===== src/rtl/pc_ifid_stage.sv =====
// pc_ifid_stage: fetch-side owner of the PC and the IF/ID pipeline register.
// The PC advances or holds under PCWrite from the hazard unit. IF/ID loads or
// holds under IFIDwrite. A taken branch from EX/MEM redirects the PC and turns
// IF/ID into a bubble, and it overrides both write enables.
// Two saturating counters record how many cycles IF/ID was stalled and how
// many flushes occurred, for performance debug.
// Every output comes straight from a register, so no input has a
// combinational path to an output.
module pc_ifid_stage #(
    parameter int               XLEN      = 64,
    parameter logic [XLEN-1:0]  PC_RESET  = '0,
    parameter logic [31:0]      NOP_INSTR = 32'h0000_0013,
    parameter int               CNT_W     = 16
) (
    input  logic             clk,
    input  logic             reset,
    input  logic             pc_write_i,
    input  logic             ifid_write_i,
    input  logic             branch_taken_i,
    input  logic [XLEN-1:0]  branch_target_i,
    input  logic [31:0]      instr_i,
    output logic [XLEN-1:0]  pc_o,
    output logic [XLEN-1:0]  ifid_pc_o,
    output logic [31:0]      ifid_instr_o,
    output logic             ifid_valid_o,
    output logic [CNT_W-1:0] stall_cnt_o,
    output logic [CNT_W-1:0] flush_cnt_o
);

    localparam logic [XLEN-1:0]  PC_STEP = XLEN'(4);
    localparam logic [CNT_W-1:0] CNT_ONE = CNT_W'(1);

    logic [XLEN-1:0]  r_pc;
    logic [XLEN-1:0]  r_ifid_pc;
    logic [31:0]      r_ifid_instr;
    logic             r_ifid_valid;
    logic [CNT_W-1:0] r_stall_cnt;
    logic [CNT_W-1:0] r_flush_cnt;

    logic [XLEN-1:0]  w_pc_next;
    logic [XLEN-1:0]  w_ifid_pc_next;
    logic [31:0]      w_ifid_instr_next;
    logic             w_ifid_valid_next;
    logic             w_stall_event;
    logic [CNT_W-1:0] w_stall_cnt_next;
    logic [CNT_W-1:0] w_flush_cnt_next;

    // Next PC: a redirect takes priority over a stall. The branch target is
    // forced to word alignment. A sequential advance wraps silently.
    always_comb begin
        w_pc_next = r_pc;
        if (branch_taken_i) begin
            w_pc_next = {branch_target_i[XLEN-1:2], 2'b00};
        end else if (pc_write_i) begin
            w_pc_next = r_pc + PC_STEP;
        end
    end

    // Next IF/ID contents: a flush injects a NOP bubble. Otherwise IF/ID
    // captures the instruction fetched at the current PC, or holds its value.
    always_comb begin
        w_ifid_pc_next    = r_ifid_pc;
        w_ifid_instr_next = r_ifid_instr;
        w_ifid_valid_next = r_ifid_valid;
        if (branch_taken_i) begin
            w_ifid_pc_next    = '0;
            w_ifid_instr_next = NOP_INSTR;
            w_ifid_valid_next = 1'b0;
        end else if (ifid_write_i) begin
            w_ifid_pc_next    = r_pc;
            w_ifid_instr_next = instr_i;
            w_ifid_valid_next = 1'b1;
        end
    end

    // Counter increments: a cycle counts as a stall only if no flush occurs
    // in the same cycle. Both counters stop at all-ones.
    always_comb begin
        w_stall_event    = ~ifid_write_i & ~branch_taken_i;
        w_stall_cnt_next = r_stall_cnt;
        w_flush_cnt_next = r_flush_cnt;
        if (w_stall_event && !(&r_stall_cnt)) begin
            w_stall_cnt_next = r_stall_cnt + CNT_ONE;
        end
        if (branch_taken_i && !(&r_flush_cnt)) begin
            w_flush_cnt_next = r_flush_cnt + CNT_ONE;
        end
    end

    // State registers: reset is asynchronous and reloads every register
    // together, so a reset during a stall or a branch leaves no partial update.
    always_ff @(posedge clk or posedge reset) begin
        if (reset) begin
            r_pc         <= PC_RESET;
            r_ifid_pc    <= '0;
            r_ifid_instr <= NOP_INSTR;
            r_ifid_valid <= 1'b0;
            r_stall_cnt  <= '0;
            r_flush_cnt  <= '0;
        end else begin
            r_pc         <= w_pc_next;
            r_ifid_pc    <= w_ifid_pc_next;
            r_ifid_instr <= w_ifid_instr_next;
            r_ifid_valid <= w_ifid_valid_next;
            r_stall_cnt  <= w_stall_cnt_next;
            r_flush_cnt  <= w_flush_cnt_next;
        end
    end

    assign pc_o         = r_pc;
    assign ifid_pc_o    = r_ifid_pc;
    assign ifid_instr_o = r_ifid_instr;
    assign ifid_valid_o = r_ifid_valid;
    assign stall_cnt_o  = r_stall_cnt;
    assign flush_cnt_o  = r_flush_cnt;

endmodule


===== config.mk =====
export PLATFORM = sky130hd
export DESIGN_NAME = pc_ifid_stage
export DESIGN_NICKNAME = d
export VERILOG_FILES = /design/src/rtl/pc_ifid_stage.sv
export SDC_FILE = /design/constraint.sdc
export NUM_CORES = 1
export LEC_CHECK = 0
export ABC_AREA = 1
export CORE_MARGIN = 2
export CORE_UTILIZATION = 45
export DETAILED_ROUTE_END_ITERATION = 8
export GPL_TIMING_DRIVEN = 0
export PLACE_DENSITY = 0.77
export SETUP_SLACK_MARGIN = 0.5
export SLEW_MARGIN = 40
export SYNTH_ARGS = -nofsm -noshare
export SYNTH_HDL_FRONTEND = slang
export SYNTH_SLANG_ARGS = --single-unit

===== constraint.sdc =====
create_clock -name clk -period 9.2 [get_ports clk]
set_input_delay 1.38 -clock clk [delete_from_list [all_inputs] [get_ports clk]]
set_output_delay 1.38 -clock clk [all_outputs]
set_load 0.02 [all_outputs]

# --- Word level (Yosys, flattened, before mapping) ---
# Index checks and enable logic that the tools add are counted.
# W data, S select, Z words.
classes:
  add_sub_neg: 3
  n_mux: 8
  n_bitwise: 3
  reduce_logical: 8
ops:
  columns: ["operator", "count"]
  rows:
  - ["$mux W64", 4]
  - ["$add A64 B3 Y64 const B", 1]
  - ["$mux W32", 2]
  - ["$add A16 B1 Y16 const B", 2]
  - ["$reduce_and A16 Y1", 2]
  - ["$reduce_bool A2 Y1", 2]
  - ["$logic_and A1 B1 Y1", 2]
  - ["$logic_not A1 Y1", 2]
  - ["$mux W1", 2]
  - ["$not A1 Y1", 2]
  - ["$and A1 B1 Y1", 1]
totals:
  regBits: 193
  in_bits: 101
  output_inout_bits: 193
  elab_cells: 28

# --- Logic depth before layout (Yosys ltp) ---
# Gate-level depths: netlist of run 1.
logic_depth:
  depth_word: 3
  ltp_mapped: 11
  mapped_depth_nobuf: 11

# --- Worst setup path after synthesis of run 1 ---
# OpenSTA, ideal clock, no wires.
synth_path:
  path_kind: "input to register"
  start: "input branch_taken_i"
  end: "register r_ifid_pc[52], in the netlist ifid_pc_o[52]"
  setup_time_ns: 0.083
  t_arrival_ns: 2.267
  required_ns: 9.117
  slack_ns: 6.850
  stages: 6
  path_buffers: 3
  cell_sequence: "clkbuf_1 nor2_2 buf_2 buf_1 nand2_1 o21ai_0"
synth_between:
  elab_chain_len: 1
  word_cells_on_any_way: 2
  classes_between: "mux: 1; reduce/logical: 1"
synth_lines:
  columns: ["item", "line_no", "rtl"]
  rows:
  - ["start: declaration", "19", "input logic branch_taken_i,"]
  - ["$mux W64 or $reduce_bool A2 Y1 (tied branches)", null, null]
  - ["end signal: assignment", "102", "r_ifid_pc <= w_ifid_pc_next;"]
  - ["end: declaration", "34", "logic [XLEN-1:0] r_ifid_pc;"]
# Parallel ways exist; a longest one is shown, timed or not.
# A chain may end at the register's enable or synchronous reset.

# --- Worst setup path after layout of run 1 ---
layout_path:
  start: "register r_pc[4], in the netlist pc_o[4]"
  end: "output pc_o[4]"
layout_lines:
  columns: ["item", "line_no", "rtl"]
  rows:
  - ["start: declaration", "33", "logic [XLEN-1:0] r_pc;"]
  - ["start signal: assignment", "101", "r_pc <= w_pc_next;"]
  - ["end: declaration", "22", "output logic [XLEN-1:0] pc_o,"]
# No word-level cell between the ends.

==> results.sh, run 1 <==
export IMPL_hold_path_class="reg -> reg"
export IMPL_htreeDepth=4
export IMPL_drive_above_1_share_pct=4.45
export IMPL_wl_per_cell_um=18.6
export IMPL_yosysSeqAreaShare_pct=48.9
export IMPL_gr_usage_all_layers_pct=29.8
export IMPL_path_cells="clkdlybuf4s50_1"
export IMPL_drt_pass1_iter_count=6
export IMPL_finalClockSkew_ps=12.3
export IMPL_final_hold_violation_count=0
export IMPL_start_util_pct=46.0
export IMPL_synth_edf_count=0
export IMPL_fin_area_um2=13600
export IMPL_clock_latency_ps=440
export IMPL_cts_setup_buffers=0
export IMPL_drv_slew=0
export IMPL_gp_congestion=0.945
export IMPL_numCtsBuffers=17
export IMPL_syn2layout_area_growth_pct=39.8
export IMPL_status="finished clean"
export IMPL_globalRouteOverflowTotal=0
export IMPL_fp_dieH_um=151
export IMPL_drt_initial_drc_count=778
export IMPL_clock_sinks=190
export IMPL_max_slew_margin_pct=51.9
export IMPL_antenna_found_initial=1
export IMPL_synth_main_ff_cell="dfrtp_1"
export IMPL_die_w_um=151
export IMPL_clockBufferDepth=2
export IMPL_rows=53
export IMPL_async_flop_share_pct=100
export IMPL_die_area_um2=22800
export IMPL_yosysTopAreaCell="dfrtp_1"
export IMPL_cpLargestDelayFamily="buffers and inverters"
export IMPL_core_um2=21200
export IMPL_netlist_area_um2=9730
export IMPL_post_place_ws_ps=5740
export IMPL_cap_violations=0
export IMPL_place_area_um2=13000
export IMPL_fmax_mhz=324
export IMPL_synthDistinctLibCells=35
export IMPL_wl_um=34000
export IMPL_peakVddDrop_uv=119
export IMPL_viasPerCell=5.41
export IMPL_drc=0
export IMPL_cts_root_buffer="clkbuf_16"
export IMPL_synth_top_area_share_pct=48.1
export IMPL_rsz0062_at_grt="false"
export IMPL_dr_total_vias=9899
export IMPL_portBuffers=288
export IMPL_worstPathArrival_ps=1700
export IMPL_cp_max_fo=8
export IMPL_finalSetupViolations=0
export IMPL_yosysWarningCount=0
export IMPL_cts_tree="yes"
export IMPL_timing_final_ws_setup_ps=6120
export IMPL_cp_slowest_cell="clkdlybuf4s50_1"
export IMPL_cts_resized=0
export IMPL_holdBufCountCts=0
export IMPL_dp_hpwl_um=26500
export IMPL_num_nets_final=1644
export IMPL_grt_pass1_vias=9389
export IMPL_io_pins=294
export IMPL_avgSynthCellArea_um2=7.91
export IMPL_antenna_left=0
export IMPL_finalPower_w=0.00233
export IMPL_slowest_delay_ps=700
export IMPL_critPathBufInv=1
export IMPL_worstSetupStartpointType="flop"
export IMPL_period_minus_slack_ps=3080
export IMPL_synth_top_cells_by_area="dfrtp_1 48%, nand2_1 14%, nor2_1 5.3%"
export IMPL_grt_pass1_wl_um=51300
export IMPL_setup_tns_ps=0
export IMPL_clk_pin_slew_ps=70
export IMPL_power_density_nw_per_um2=171
export IMPL_crit_required_ps=7820
export IMPL_cp_end_kind="output port"
export IMPL_fin_crit_sh_pct=33.5
export IMPL_syn_instance_count=1230
export IMPL_n_fill_cell=1838
export IMPL_tightest_slew_ps=719
export IMPL_path_class="reg -> out"
export IMPL_grt_max_degree=76
export IMPL_synth_seq_cells=190
export IMPL_p_leak_nw=6.03
[layout make-up]
cell class / count / area [um^2] / area share, %
diodes: 2 / 5.00 / 0.0368
plain buffers: 44 / 210 / 1.55
clock buffers: 19 / 443 / 3.26
clock inverters: 12 / 131 / 0.966
inverters: 120 / 458 / 3.37
multi-input cells: 877 / 4310 / 31.7
flip-flops and latches: 190 / 4760 / 35.0
well taps: 275 / 344 / 2.53
repair buffers: 290 / 2940 / 21.6
[power breakdown]
part / switching, W / total, W / internal, W
Combinational: 0.000313 / 0.000571 / 0.000258
Clock: 0.000348 / 0.000735 / 0.000386
Sequential: 0.000108 / 0.00103 / 0.000918
Total: 0.000769 / 0.00233 / 0.00156
[flip-flops by register name, summed over array words and instances (netlist names)]
name and flops:
ifid_pc_o 63, pc_o 62, ifid_instr_o 32, flush_cnt_o 16
stall_cnt_o 16, ifid_valid_o 1
[placed cells by master (no fill, tap or decap), types with 3 or more instances in the layout]
cell type        count
nand2_1            367
clkdlybuf4s50_1    288
dfrtp_1            187
nor2_1             138
inv_1              116
o21ai_0             84
nand3_1             83
a22oi_1             51
xor2_1              39
a22o_1              37
clkbuf_1            27
o21ai_1             18
clkbuf_16           17
nand4_1             10
nor3_1               8
nor2_2               7
nand2_2              7
buf_2                6
o221ai_1             6
buf_1                5
xnor2_1              4
buf_4                4
clkinvlp_4           4
buf_6                3
o22a_1               3
ha_1                 3
clkinv_4             3
dfstp_2              3
[per-layer routing]
metal / GRT usage (%) / up-vias / wire length, um
li1: - / 4649 / -
met1: 40.2 / 4659 / 14200
met2: 47.8 / 523 / 15600
met3: 5.33 / 68 / 3080
met4: 11.6 / 0 / 1130
met5: 0 / - / 0
[synth_stat cells (2+ instances only)]
cell	count
nor3_1	8
a22oi_1	51
nand3_1	83
ha_1	3
xnor2_1	4
o211ai_1	2
dfrtp_1	187
o221ai_1	6
o21ai_0	84
xor2_1	39
buf_4	4
nor2_2	7
nor2_1	138
o21ai_1	18
nor3_2	2
dfstp_2	3
buf_6	3
inv_2	2
inv_1	117
nand4_1	10
clkbuf_1	26
nand2_2	7
buf_1	5
o22a_1	3
buf_2	6
nand2_1	367
a22o_1	37
[cell families (layout without fill, tap and decap cells)]
group                      after synthesis  after routing  share of synthesized area [%]
other                                    1              4                         0.0385
xor gates and xnor gates                43             43                           3.87
buffers and inverters                  164            485                           6.79
AOI/OAI and AO/OA                      202            202                           13.6
DFF                                    190            190                           48.9
and+or+nand+nor                        627            627                           26.4
adders and majority gates                3              3                          0.386
[metrics by stage]
stage	util, %	cells	hold slack (ps)
floorplan	-	1231	588
global placement	61.3	1794	467
detailed placement	61.6	1796	472
CTS	64.3	1827	490
global route	64.3	1828	506
finish	64.3	1829	483
[final timing paths]
| path | startpoint | endpoint | slack (ps) | cells after the start |
|---|---|---|---|---|
| hold reg to reg | ifid_pc_o[50]$_DFFE_PP0N_ | ifid_pc_o[50]$_DFFE_PP0N_ | 480 | 2 |
| setup reg to reg | pc_o[3]$_DFFE_PP0N_ | pc_o[40]$_DFFE_PP0N_ | 6950 | 10 |
| hold / removal | ifid_pc_o[50]$_DFFE_PP0N_ | ifid_pc_o[50]$_DFFE_PP0N_ | 480 | 2 |
| setup / recovery | pc_o[4]$_DFFE_PP0N_ | pc_o[4] | 6120 | 1 |
| max in group asynchronous | reset | pc_o[43]$_DFFE_PP0N_ | 6790 | 4 |
| min in group asynchronous | reset | ifid_instr_o[29]$_DFFE_PP0N_ | 1350 | 2 |
Power figures use the tool's default switching activity.
==> run 2, diff against run 1 <==
CORE_UTILIZATION = 43   (was 45)
clock period = 2.5 ns   (was 9.2 ns; I/O delays follow)
==> run 2 against run 1 <==
  * Sequential share of layout area decreased by 0.68 points
  * Clock-buffer cell count shrank 1
  * Clock skew decreased by 1.6 ps
  * Critical path depth unchanged
  * Wire length is 3.5% higher
  * Core utilization shrank 2.3 points
  * Combinational power grew to 3.8 times the previous value
  * Critical endpoint is now pc_o[58]
  * Largest power group unchanged
==> results.sh, run 2 (synthesis gave the netlist of run 1 again) <==
export IMPL_status="finished clean"
export IMPL_die_area_um2=23800
export IMPL_drc=0
export IMPL_stdcell_count=1850
export IMPL_period_minus_slack_ps=1970
export IMPL_viasPerCell=5.39
export IMPL_r2r_setup_slack_ps=580
export IMPL_layout_area_seq_um2=4770
export IMPL_grt_pass1_vias=9468
export IMPL_place_inst=1813
export IMPL_clk_pin_slew_ps=80
export IMPL_cp_end_kind="output port"
export IMPL_holdBufCountCts=0
export IMPL_cts_tree="yes"
export IMPL_finalClockSkew_ps=10.6
export IMPL_critPathBufInv=1
export IMPL_antenna_left=0
export IMPL_drive_above_1_share_pct=6.77
export IMPL_antenna_found_initial=2
export IMPL_multi_input_area_um2=4350
export IMPL_cp_slowest_cell="clkdlybuf4s50_1"
export IMPL_start_util_pct=43.4
export IMPL_fin_crit_sh_pct=78.6
export IMPL_core_um2=22400
export IMPL_syn2layout_area_growth_pct=42.9
export IMPL_globalRouteOverflowTotal=0
export IMPL_rsz0062_at_grt="true"
export IMPL_final_cell_mix="365 x nand2_1, 281 x clkdlybuf4s50_1, 178 x dfrtp_1"
export IMPL_n_antenna_cell=0
export IMPL_drv_slew=0
export IMPL_clock_sinks=190
export IMPL_worstPathArrival_ps=1590
export IMPL_largest_reg_flops=63
export IMPL_grt_max_degree=27
export IMPL_dr_total_vias=9979
export IMPL_num_nets_final=1656
export IMPL_tightest_slew_ps=707
export IMPL_peakVddDrop_uv=367
export IMPL_timing_rr_start="pc_o[12]$_DFFE_PP0N_"
export IMPL_crit_start="pc_o[58]$_DFFE_PP0N_"
export IMPL_die_w_um=154
export IMPL_clockBufferDepth=2
export IMPL_io_pins=294
export IMPL_path_class="reg -> out"
export IMPL_wl_um=35200
export IMPL_fp_dieH_um=154
export IMPL_path_cells="clkdlybuf4s50_1"
export IMPL_cap_violations=0
export IMPL_max_slew_margin_pct=52.7
export IMPL_rows=55
export IMPL_final_hold_violation_count=0
export IMPL_htreeDepth=4
export IMPL_drt_pass1_iter_count=5
export IMPL_n_fill_cell=1942
export IMPL_finalSetupViolations=0
export IMPL_r2r_end="pc_o[40]$_DFFE_PP0N_"
export IMPL_power_density_nw_per_um2=634
export IMPL_final_common_cell="nand2_1"
export IMPL_p_leak_nw=6.16
export IMPL_setup_tns_ps=0
export IMPL_numCtsBuffers=17
export IMPL_dp_hpwl_um=27400
export IMPL_gr_usage_all_layers_pct=29.2
export IMPL_cpLargestDelayFamily="buffers and inverters"
export IMPL_cts_root_buffer="clkbuf_16"
export IMPL_wl_per_cell_um=19.0
export IMPL_drt_initial_drc_count=776
export IMPL_crit_required_ps=2120
export IMPL_fmax_mhz=509
export IMPL_hold_path_class="in -> async"
export IMPL_grt_pass1_wl_um=53400
export IMPL_portBuffers=288
export IMPL_clock_latency_ps=440
export IMPL_cp_max_fo=6
export IMPL_slowest_delay_ps=700
export IMPL_worstSetupStartpointType="flop"
export IMPL_fin_util_pct=62.0
export IMPL_r2r_cells=9
export IMPL_gp_congestion=0.966
==> run 2: cell types whose count changed in the layout (fill, tap and decap cells not counted), moves of 3 or more <==
cell             before  now
nor2_2                7   16
dlygate4sd2_1         0    5
buf_4                 4    9
dfrtp_2               0    9
dfrtp_1             187  178
nor2_1              138  128
clkinvlp_4            4    7
clkdlybuf4s50_1     288  281
buf_16                2    7
==> run 2: worst max path at each step <==
stage | slack [ps] | cells past startpoint | to
floorplan | -320 | 1 | flush_cnt_o[0]$_DFFE_PP0P_
global placement | -1880 | 2 | ifid_pc_o[40]$_DFFE_PP0N_
detailed placement | -80 | 6 | ifid_pc_o[27]$_DFFE_PP0N_
CTS | 500 | 10 | pc_o[40]$_DFFE_PP0N_
global route | 470 | 6 | pc_o[24]$_DFFE_PP0N_
finish | 530 | 1 | pc_o[58]
==> run 2: routing by layer <==
| metal | GRT usage [%] | vias up | routed length [um] |
|---|---|---|---|
| met2 | 47.2 | 488 | 16500 |
| met3 | 5.88 | 59 | 2920 |
| li1 | - | 4669 | - |
| met1 | 38.7 | 4761 | 14700 |
| met5 | 0 | - | 12 |
| met4 | 11.4 | 2 | 1120 |
==> run 2: repair_timing <==
item | in CTS | in global routing
endpoints found under the setup margin | 75 | 84
buffers inserted | 0 | 5
pin swaps | 1 | 1
gates resized for setup | 13 | 20
==> run 2: worst register-to-register path: stages (launching register included) <==
cell	delay, ps
dfrtp_1	510
nand2_1	150
nor2_1	260
nand2_1	110
nor2_2	190
nand2_2	200
inv_1	160
nand3_1	90
nand3_1	100
nand2_1	60
==> run 2: metrics by stage <==
step	power, W	hold slack (ps)	area, um^2	setup WS [ps]
floorplan	0.00480	502	9740	-321
global placement	0.00588	467	13000	-1880
detailed placement	0.00596	476	13200	-79.8
CTS	0.00884	280	13800	497
global route	0.00918	295	13900	473
finish	0.00881	272	13900	534
==> run 2: power by group <==
part	switching (W)	total (W)	internal (W)	leakage [nW]
clock network	0.00128	0.00287	0.00159	0.278
registers	0.000396	0.00378	0.00338	2.45
logic	0.00118	0.00216	0.000978	3.44
total	0.00286	0.00881	0.00595	6.16
==> run 2: final cells by class <==
| type | instances | share of cell area, % |
|---|---|---|
| Sequential cell | 190 | 34.3 |
| Multi-Input combinational cell | 877 | 31.3 |
| Timing Repair Buffer | 302 | 22.7 |
| Inverter | 120 | 3.27 |
| Clock buffer | 18 | 3.09 |
| Tap cell | 285 | 2.56 |
| Buffer | 44 | 1.52 |
| Clock inverter | 14 | 1.30 |
